==> src/rtl/uart_tx_fifo.sv <==
// rtl/uart_tx_fifo.sv - UART transmitter with transmit FIFO; optional CTS flow control under UART_TX_CTS_EN
module uart_tx_fifo #(
  parameter int CLOCK_FREQ = 100_000_000,
  parameter int BAUD_RATE  = 115200,
  parameter int DATA_BITS  = 8,
  parameter int PARITY     = 0,
  parameter int STOP_BITS  = 1,
  parameter int FIFO_DEPTH = 16
) (
  input  logic                          clk,
  input  logic                          rst,
`ifdef UART_TX_CTS_EN
  input  logic                          cts_n,
`endif
  output logic                          tx,
  input  logic [DATA_BITS-1:0]          tx_data,
  input  logic                          tx_valid,
  output logic                          tx_ready,
  output logic [$clog2(FIFO_DEPTH):0]   fifo_count,
  output logic                          busy
);

  localparam int CLKS_PER_BIT = CLOCK_FREQ / BAUD_RATE;
  localparam int CNT_W        = (CLKS_PER_BIT >= 2) ? $clog2(CLKS_PER_BIT) : 1;
  localparam int BIT_W        = (DATA_BITS >= 2) ? $clog2(DATA_BITS) : 1;
  localparam int PTR_W        = (FIFO_DEPTH >= 2) ? $clog2(FIFO_DEPTH) : 1;
  localparam int CW           = $clog2(FIFO_DEPTH) + 1;

  if (CLKS_PER_BIT < 2) begin : g_bad_cpb
    $error("uart_tx_fifo: CLOCK_FREQ / BAUD_RATE must be >= 2");
  end
  if (DATA_BITS < 5 || DATA_BITS > 9) begin : g_bad_data_bits
    $error("uart_tx_fifo: DATA_BITS must be 5..9");
  end
  if (PARITY < 0 || PARITY > 2) begin : g_bad_parity
    $error("uart_tx_fifo: PARITY must be 0, 1 or 2");
  end
  if (STOP_BITS != 1 && STOP_BITS != 2) begin : g_bad_stop_bits
    $error("uart_tx_fifo: STOP_BITS must be 1 or 2");
  end
  if (FIFO_DEPTH < 2 || (FIFO_DEPTH & (FIFO_DEPTH - 1)) != 0) begin : g_bad_depth
    $error("uart_tx_fifo: FIFO_DEPTH must be a power of two >= 2");
  end

  typedef enum logic [2:0] {S_IDLE, S_START, S_DATA, S_PARITY, S_STOP} state_t;

  logic [DATA_BITS-1:0] mem [FIFO_DEPTH];
  logic [PTR_W-1:0]     wr_ptr, rd_ptr;
  logic                 push, pop, can_pop, cts_ok;
  logic [DATA_BITS-1:0] head;
  logic                 head_par;

  state_t               state, state_nx;
  logic [CNT_W-1:0]     baud_cnt, baud_cnt_nx;
  logic [BIT_W-1:0]     bit_idx, bit_idx_nx;
  logic                 stop_idx, stop_idx_nx;
  logic [DATA_BITS-1:0] shreg, shreg_nx;
  logic                 par_bit, par_bit_nx;
  logic                 tx_nx;
  logic                 bit_end;

`ifdef UART_TX_CTS_EN
  logic [1:0] cts_sync;

  // two-flop synchronizer; resets to "not clear" so nothing leaves before a real sample
  always_ff @(posedge clk) begin
    if (rst) cts_sync <= 2'b11;
    else     cts_sync <= {cts_sync[0], cts_n};
  end

  assign cts_ok = ~cts_sync[1];
`else
  assign cts_ok = 1'b1;
`endif

  assign tx_ready = (fifo_count != CW'(FIFO_DEPTH));
  assign push     = tx_valid && tx_ready;
  assign head     = mem[rd_ptr];
  // odd parity inverts the XOR so that data plus parity holds an odd number of ones
  assign head_par = (PARITY == 1) ? ~(^head) : (^head);
  assign can_pop  = (fifo_count != '0) && cts_ok;
  assign bit_end  = (baud_cnt == CNT_W'(CLKS_PER_BIT - 1));
  assign busy     = (state != S_IDLE) || (fifo_count != '0);

  // FIFO storage write; contents need no reset since the pointers define validity
  always_ff @(posedge clk) begin
    if (push) mem[wr_ptr] <= tx_data;
  end

  // FIFO pointers and occupancy; a simultaneous push and pop leaves the count unchanged
  always_ff @(posedge clk) begin
    if (rst) begin
      wr_ptr     <= '0;
      rd_ptr     <= '0;
      fifo_count <= '0;
    end else begin
      if (push) wr_ptr <= wr_ptr + PTR_W'(1);
      if (pop)  rd_ptr <= rd_ptr + PTR_W'(1);
      case ({push, pop})
        2'b10:   fifo_count <= fifo_count + CW'(1);
        2'b01:   fifo_count <= fifo_count - CW'(1);
        default: fifo_count <= fifo_count;
      endcase
    end
  end

  // serializer next-state: tx is registered, so every bit change is scheduled on the edge that enters it
  always_comb begin
    state_nx    = state;
    baud_cnt_nx = baud_cnt + CNT_W'(1);
    bit_idx_nx  = bit_idx;
    stop_idx_nx = stop_idx;
    shreg_nx    = shreg;
    par_bit_nx  = par_bit;
    tx_nx       = tx;
    pop         = 1'b0;
    case (state)
      S_IDLE: begin
        baud_cnt_nx = '0;
        tx_nx       = 1'b1;
        if (can_pop) begin
          pop        = 1'b1;
          shreg_nx   = head;
          par_bit_nx = head_par;
          state_nx   = S_START;
          tx_nx      = 1'b0;
        end
      end
      S_START: begin
        if (bit_end) begin
          baud_cnt_nx = '0;
          bit_idx_nx  = '0;
          state_nx    = S_DATA;
          tx_nx       = shreg[0];
          shreg_nx    = shreg >> 1;
        end
      end
      S_DATA: begin
        if (bit_end) begin
          baud_cnt_nx = '0;
          if (bit_idx == BIT_W'(DATA_BITS - 1)) begin
            bit_idx_nx  = '0;
            stop_idx_nx = 1'b0;
            if (PARITY != 0) begin
              state_nx = S_PARITY;
              tx_nx    = par_bit;
            end else begin
              state_nx = S_STOP;
              tx_nx    = 1'b1;
            end
          end else begin
            bit_idx_nx = bit_idx + BIT_W'(1);
            tx_nx      = shreg[0];
            shreg_nx   = shreg >> 1;
          end
        end
      end
      S_PARITY: begin
        if (bit_end) begin
          baud_cnt_nx = '0;
          stop_idx_nx = 1'b0;
          state_nx    = S_STOP;
          tx_nx       = 1'b1;
        end
      end
      S_STOP: begin
        if (bit_end) begin
          baud_cnt_nx = '0;
          if (STOP_BITS == 1 || stop_idx) begin
            stop_idx_nx = 1'b0;
            // chaining straight into START keeps queued frames back to back
            if (can_pop) begin
              pop        = 1'b1;
              shreg_nx   = head;
              par_bit_nx = head_par;
              state_nx   = S_START;
              tx_nx      = 1'b0;
            end else begin
              state_nx = S_IDLE;
              tx_nx    = 1'b1;
            end
          end else begin
            stop_idx_nx = 1'b1;
          end
        end
      end
      default: begin
        state_nx    = S_IDLE;
        baud_cnt_nx = '0;
        tx_nx       = 1'b1;
      end
    endcase
  end

  // serializer state register; reset aborts any frame in flight and parks the line high
  always_ff @(posedge clk) begin
    if (rst) begin
      state    <= S_IDLE;
      baud_cnt <= '0;
      bit_idx  <= '0;
      stop_idx <= 1'b0;
      shreg    <= '0;
      par_bit  <= 1'b0;
      tx       <= 1'b1;
    end else begin
      state    <= state_nx;
      baud_cnt <= baud_cnt_nx;
      bit_idx  <= bit_idx_nx;
      stop_idx <= stop_idx_nx;
      shreg    <= shreg_nx;
      par_bit  <= par_bit_nx;
      tx       <= tx_nx;
    end
  end

endmodule
==> config.mk <==
export PLATFORM = sky130hd
export DESIGN_NAME = uart_tx_fifo
export DESIGN_NICKNAME = d
export VERILOG_FILES = /design/src/rtl/uart_tx_fifo.sv
export SDC_FILE = /design/constraint.sdc
export NUM_CORES = 1
export LEC_CHECK = 0
export ABC_AREA = 1
export BUFFER_PORTS_ARGS = -buffer_cell sky130_fd_sc_hd__buf_2
export CAP_MARGIN = 20
export CORE_MARGIN = 8
export CORE_UTILIZATION = 45
export CTS_CLUSTER_DIAMETER = 30
export CTS_CLUSTER_SIZE = 16
export DETAILED_ROUTE_END_ITERATION = 7
export PLACE_DENSITY = 0.6
export SLEW_MARGIN = 20
export SYNTH_ARGS = -nofsm -noshare
export SYNTH_HDL_FRONTEND = slang
export SYNTH_SLANG_ARGS = --single-unit
==> constraint.sdc <==
create_clock -name clk -period 2.3 [get_ports clk]
set_input_delay 0.46 -clock clk [delete_from_list [all_inputs] [get_ports clk]]
set_output_delay 0.46 -clock clk [all_outputs]
set_load 0.005 [all_outputs]
* Word level (Yosys, flattened, before mapping) *
Memory sizes are Yosys's and may differ from the RTL's. A register that Yosys moved wholly into a read port is not among the register bits.
Cells that the tools add are included.

word-level totals
  logic and storage cells = 79
  memory bits (read-only) = 0
  memories kept = 1
  bits in registers = 38
  RAM bits = 128
  input bits = 11
  latch bits = 0

operators by class
  order comparisons = 0
  equality and inequality tests = 16
  div/mod/pow operators = 0
  muxes and demuxes = 33
  bitwise logic cells = 1
  add/subtract/negate cells = 6
  shift-type cells = 0
  reduce and logical (&&, ||, !) cells = 14
  $mul = 0

memory list
  memory  depth  width  rd ports  clocked after Yosys merged registers in  write ports  line  RTL
  mem     16     8      1         1                                        1            47    logic [DATA_BITS-1:0] mem [FIFO_DEPTH];

operators with widths
  operator               count
  $mux 8                 5
  $pmux 8 s4             1
  $mux 3                 9
  $pmux 3 s5             1
  $ne 2x2->1 const B     7
  $mux 1                 11
  $add 10x1->10 const B  1
  $eq 10x10->1 const B   1
  $pmux 5 s2             1
  $add 4x1->4 const B    2
  $mux 4                 2
  $eq 3x2->1 const B     2
  $eq 3x3->1 const B     2
  $pmux 3 s2             1
  $reduce_and 6->1       1
  $add 5x1->5 const B    1
  $ne 5x5->1 const B     1
  $pmux 1 s5             1
  $reduce_and 5->1       1
  $reduce_bool 5->1      1
  $sub 5x1->5 const B    1
  $reduce_and 4->1       1
  $reduce_bool 2->1      2
  $reduce_bool 4->1      1
  13 further kinds       13

* Longest topological paths before layout *
  depth after elaboration = 6
  mapped depth = 18

* Worst setup path before layout *
No wires, ideal clock.

  path kind = register -> register
  from = register baud_cnt[0]
  to = register fifo_count[4]
  buffers on the path = 0
  setup slack = 0.108 ns
  arrival = 2.128 ns
  stages on the path, launching flop included = 19
  setup time = 0.064 ns
  period minus slack after synthesis = 2.192 ns
  cells stage by stage = dfxtp_1 ha_1 inv_1 nor3_1 nand2_1 nand2_1 nand2_1 inv_1 ha_1 xor2_1 ha_1 inv_1 nand2_1 nand2_1 nand2_1 inv_1 nor2_1 nor2_1 nor2_1

on the way
  word-level cells in the longest chain between the ends = 5
  elaborated cells between the ends (all ways) = 7
  classes of those cells = 3 x eq/ne; 3 x mux; 1 x reduce/logical

ends and longest elaborated chain
  item                                             line  RTL
  start, declared                                  54    logic [CNT_W-1:0] baud_cnt, baud_cnt_nx;
  start signal, assigned                           207   baud_cnt <= baud_cnt_nx;
  $eq 10x10->1 (*)                                 82    assign bit_end = (baud_cnt == CNT_W'(CLKS_PER_BIT - 1));
  $mux 1 (*)                                       167   if (bit_end) begin
  $pmux 1 s2 (*)                                   117   case (state)
  net pop                                          49    logic push, pop, can_pop, cts_ok;
  $eq 2x1->1 or $eq 2x2->1 (tied branches)         99    case ({push, pop})
  $pmux 5 s2 or $reduce_bool 2->1 (tied branches)  n/a
  end signal, assigned                             100   2'b10: fifo_count <= fifo_count + CW'(1);
  end signal, assigned                             101   2'b01: fifo_count <= fifo_count - CW'(1);
  end signal, assigned                             102   default: fifo_count <= fifo_count;
  end, declared                                    19    output logic [$clog2(FIFO_DEPTH):0] fifo_count,

The timed path passes the listed nets; every way through them passes the cells marked *.
A chain may end at the register's enable or synchronous reset.

* Worst setup path after layout *
Same ends and word-level chain as after synthesis.

==> impl_metrics.env <==
export IMPL_synth_cell_types=35
export IMPL_power_frac_seq=0.401
export IMPL_cts_htree_levels=4
export IMPL_crit_buf_inv=3
export IMPL_yosys_top_cells_area="edfxtp_1 (54%), dfxtp_1 (12%), nor2_1 (8.6%), o21ai_0 (5.7%), nand2_1 (3.3%)"
export IMPL_combinationalPowerShare=0.287
export IMPL_p_int_mw=6.130
export IMPL_clkPwrFrac=0.312
export IMPL_r2r_slack_ps=160
export IMPL_ant_nets=0
export IMPL_grt_max_degree=65
export IMPL_hold_depth=2
export IMPL_async_flop_share=0
export IMPL_endpoint_kind="flip-flop"
export IMPL_dieArea_mm2=0.02006
export IMPL_track_usage=0.1643
export IMPL_vias=5005
export IMPL_power_density_mw_per_mm2=1107
export IMPL_drive_above_1_share=0.1503
export IMPL_start_util=0.4537
export IMPL_worstPathMaxFanout=3
export IMPL_cpMostUsedCell="nor2_1"
export IMPL_grt_antenna_before_repair=0
export IMPL_fillCellCount=1403
export IMPL_grt_overflow=0
export IMPL_rr_endpoint="fifo_count[4]"
export IMPL_total_power_mw=9.113
export IMPL_ys_flop_type="edfxtp_1"
export IMPL_min_period_over_period=0.9288
export IMPL_postSynthCellCount=670
export IMPL_clock_root_buffer="clkbuf_16"
export IMPL_fp_dieW_um=141.6
export IMPL_cts_tree="yes"
export IMPL_cts_buffer_depth=2
export IMPL_path_delay_family="simple AND/OR/NAND/NOR gates"
export IMPL_min_to="fifo_count[0]"
export IMPL_fin_worst_skew_ps=6.454
export IMPL_outcome="completed"
export IMPL_clock_latency_ps=420
export IMPL_yosys_top_cells_count="nor2_1 (163), edfxtp_1 (128), o21ai_0 (81), nand2_1 (62), dfxtp_1 (42)"
export IMPL_synth_top_area_cell="edfxtp_1"
export IMPL_clkSinkCount=170
export IMPL_slowest_stage="dfxtp_4"
export IMPL_cts_buffers_inserted=17
export IMPL_synth_warnings=0
export IMPL_drtIter0Drc=360
export IMPL_slew_headroom=0.5179
export IMPL_min_period_ps=2136
export IMPL_synth_most_common_cell="nor2_1"
export IMPL_routed_wl_um=15750
export IMPL_grt_first_pass_wirelength_um=25200
export IMPL_dr_pass1_iters=5
export IMPL_whs_ps=394.3
export IMPL_slowest_delay_ps=360
export IMPL_switching_power_mw=2.983
export IMPL_fmax_ghz=0.4681
export IMPL_num_rows=46
export IMPL_cts_hold_buf=0
export IMPL_p_leak_nw=2.939
export IMPL_synth_top_area_share=0.5411
export IMPL_final_hold_viol_count=0
export IMPL_syn_area_mm2=0.007103
export IMPL_num_antenna_cells=0
export IMPL_final_max_slew_viol_count=0
export IMPL_die_h_um=141.6
export IMPL_drt_drc_violations_left=0
export IMPL_worstPathArrival_ps=2500
export IMPL_syn_avg_cell_area_um2=10.60
export IMPL_synth_edff_count=128
export IMPL_cp_start_kind="flip-flop"
export IMPL_gp_congestion=0.8310
export IMPL_io_buffers=18
export IMPL_hp_start="rst"
export IMPL_worstReg2RegStart="baud_cnt[0]"
export IMPL_ff2ff_path_depth=16
export IMPL_ios=19
export IMPL_grt_pass1_vias=4789
export IMPL_setup_viol=0
export IMPL_syn_num_nets=691
export IMPL_clkTransAtPathRegs_ps=60
export IMPL_crit_type="flip-flop to flip-flop"
export IMPL_synth_seq_cells=170
export IMPL_worstPathCellList="ha_4 > inv_1 > nor3_1 > nand2_1 > nand2_2 > nand2_2 > inv_2 > ha_4 > xor2_2 > ha_2 > buf_4 > o211ai_1 > nand2_1 > nor2_1 > nor2_1 > nor2_1"
export IMPL_worstMarginPinSlew_ps=723.2
export IMPL_wl_per_cell_um=16.74
export IMPL_area_growth_syn_to_layout_pct=15.94
export IMPL_layout_nets=733
export IMPL_core_mm2=0.01566
export IMPL_dpl_hpwl_um=10120
export IMPL_irDropWorstVdd_mv=0.5348
export IMPL_routed_via_density=5.319
export IMPL_critPathRequiredTime_ps=2660
export IMPL_ys_seq_area_frac=0.6595
export IMPL_swShare=0.3273
export IMPL_hp_class="input pin to flip-flop"
export IMPL_cap_viol_max_count=0
[flip-flops by register name, summed over array words and instances, names as in the netlist, named ones only]
register and cells:
bit_idx 3, baud_cnt 10, wr_ptr 4, shreg 8
state 3, tx 1, fifo_count 5, rd_ptr 4
mem 128
[routing by layer]
layer	vias to the layer above	routed length, um	track usage	part of all wire
met5	-	0	0	0
met4	0	303	0.06557	0.019
met2	105	7565	0.2681	0.48
met3	19	531	0.03024	0.034
li1	2427	-	-	-
met1	2454	7347	0.2125	0.47
[power by group through the flow]
stage | clock network [mW] | logic [mW] | registers (mW)
3_3_place_gp | 0 | 2.44 | 3.69
3_5_place_dp | 0 | 2.51 | 3.70
5_1_grt | 3.02 | 2.93 | 3.68
6_report | 2.85 | 2.61 | 3.66
2_1_floorplan | 0 | 1.78 | 3.68
4_1_cts | 2.89 | 2.55 | 3.64
[through the flow]
stage	cells	utilization	setup WS (ps)	area [um^2]	setup TNS, ps
after global routing	941	0.5261	-4.804	8235	-4.894
final	941	0.5261	163.8	8235	0
after global placement	906	0.4841	105.7	7579	0
after detailed placement	906	0.4841	27.27	7579	0
after floorplan	670	-	108.0	7103	0
after CTS	940	0.5228	19.95	8184	0
[cells by family (layout without fill, tap and decap cells)]
logic type | count (synthesis) | in the layout | synth area share
flip-flops | 170 | 170 | 0.6595
buffers and inverters | 65 | 120 | 0.03717
XOR/XNOR | 6 | 6 | 0.007398
AND/OR/NAND/NOR | 274 | 274 | 0.1592
adder cells (fa/ha/maj) | 10 | 10 | 0.01761
AO/OA/AOI/OAI | 145 | 145 | 0.1191
[layout make-up]
class                      instances  area (um^2)  area share
clock buffer                      20        436.7     0.05302
clock inverter                    12        147.6     0.01793
inverter                          37        138.9     0.01686
multi-input combinational        435         2200      0.2671
sequential                       170         4692      0.5697
tap                              216        270.3     0.03282
timing repair buffer              51        350.3     0.04254
[worst max-delay path by stage]
stage,start,to,slack [ps],depth (start not counted)
after floorplan,baud_cnt[0],fifo_count[4],110,18
after global placement,baud_cnt[0],fifo_count[4],110,18
after detailed placement,baud_cnt[0],fifo_count[4],30,18
after CTS,baud_cnt[1],fifo_count[4],20,18
after global routing,baud_cnt[0],fifo_count[4],-5,18
final,baud_cnt[0],fifo_count[4],160,16
[layout by cell type, fill, tap and decap left out, types with 2 or more instances in the layout]
cell type	count
nor2_1	161
edfxtp_1	128
o21ai_0	81
nand2_1	60
dfxtp_1	38
buf_4	32
o211ai_1	31
inv_1	30
nand3_1	22
a21oi_1	21
buf_2	18
clkbuf_16	17
nand4_1	7
ha_1	7
nand2_2	6
inv_2	6
nor3b_1	5
nor2_2	4
xor2_1	4
nor3_1	3
a21oi_2	3
clkinv_1	3
o32ai_1	3
dfxtp_2	3
clkinvlp_4	3
bufinv_16	3
clkbuf_1	3
a211oi_1	2
and3_1	2
ha_4	2
inv_6	2
clkinv_2	2
[repair_timing]
item                       4_1_cts  5_1_grt
setup endpoints to repair        1        4
setup buffers                    2        1
resized for setup                3       11
pin swaps                        3        4
Power figures use the tool's default switching activity.
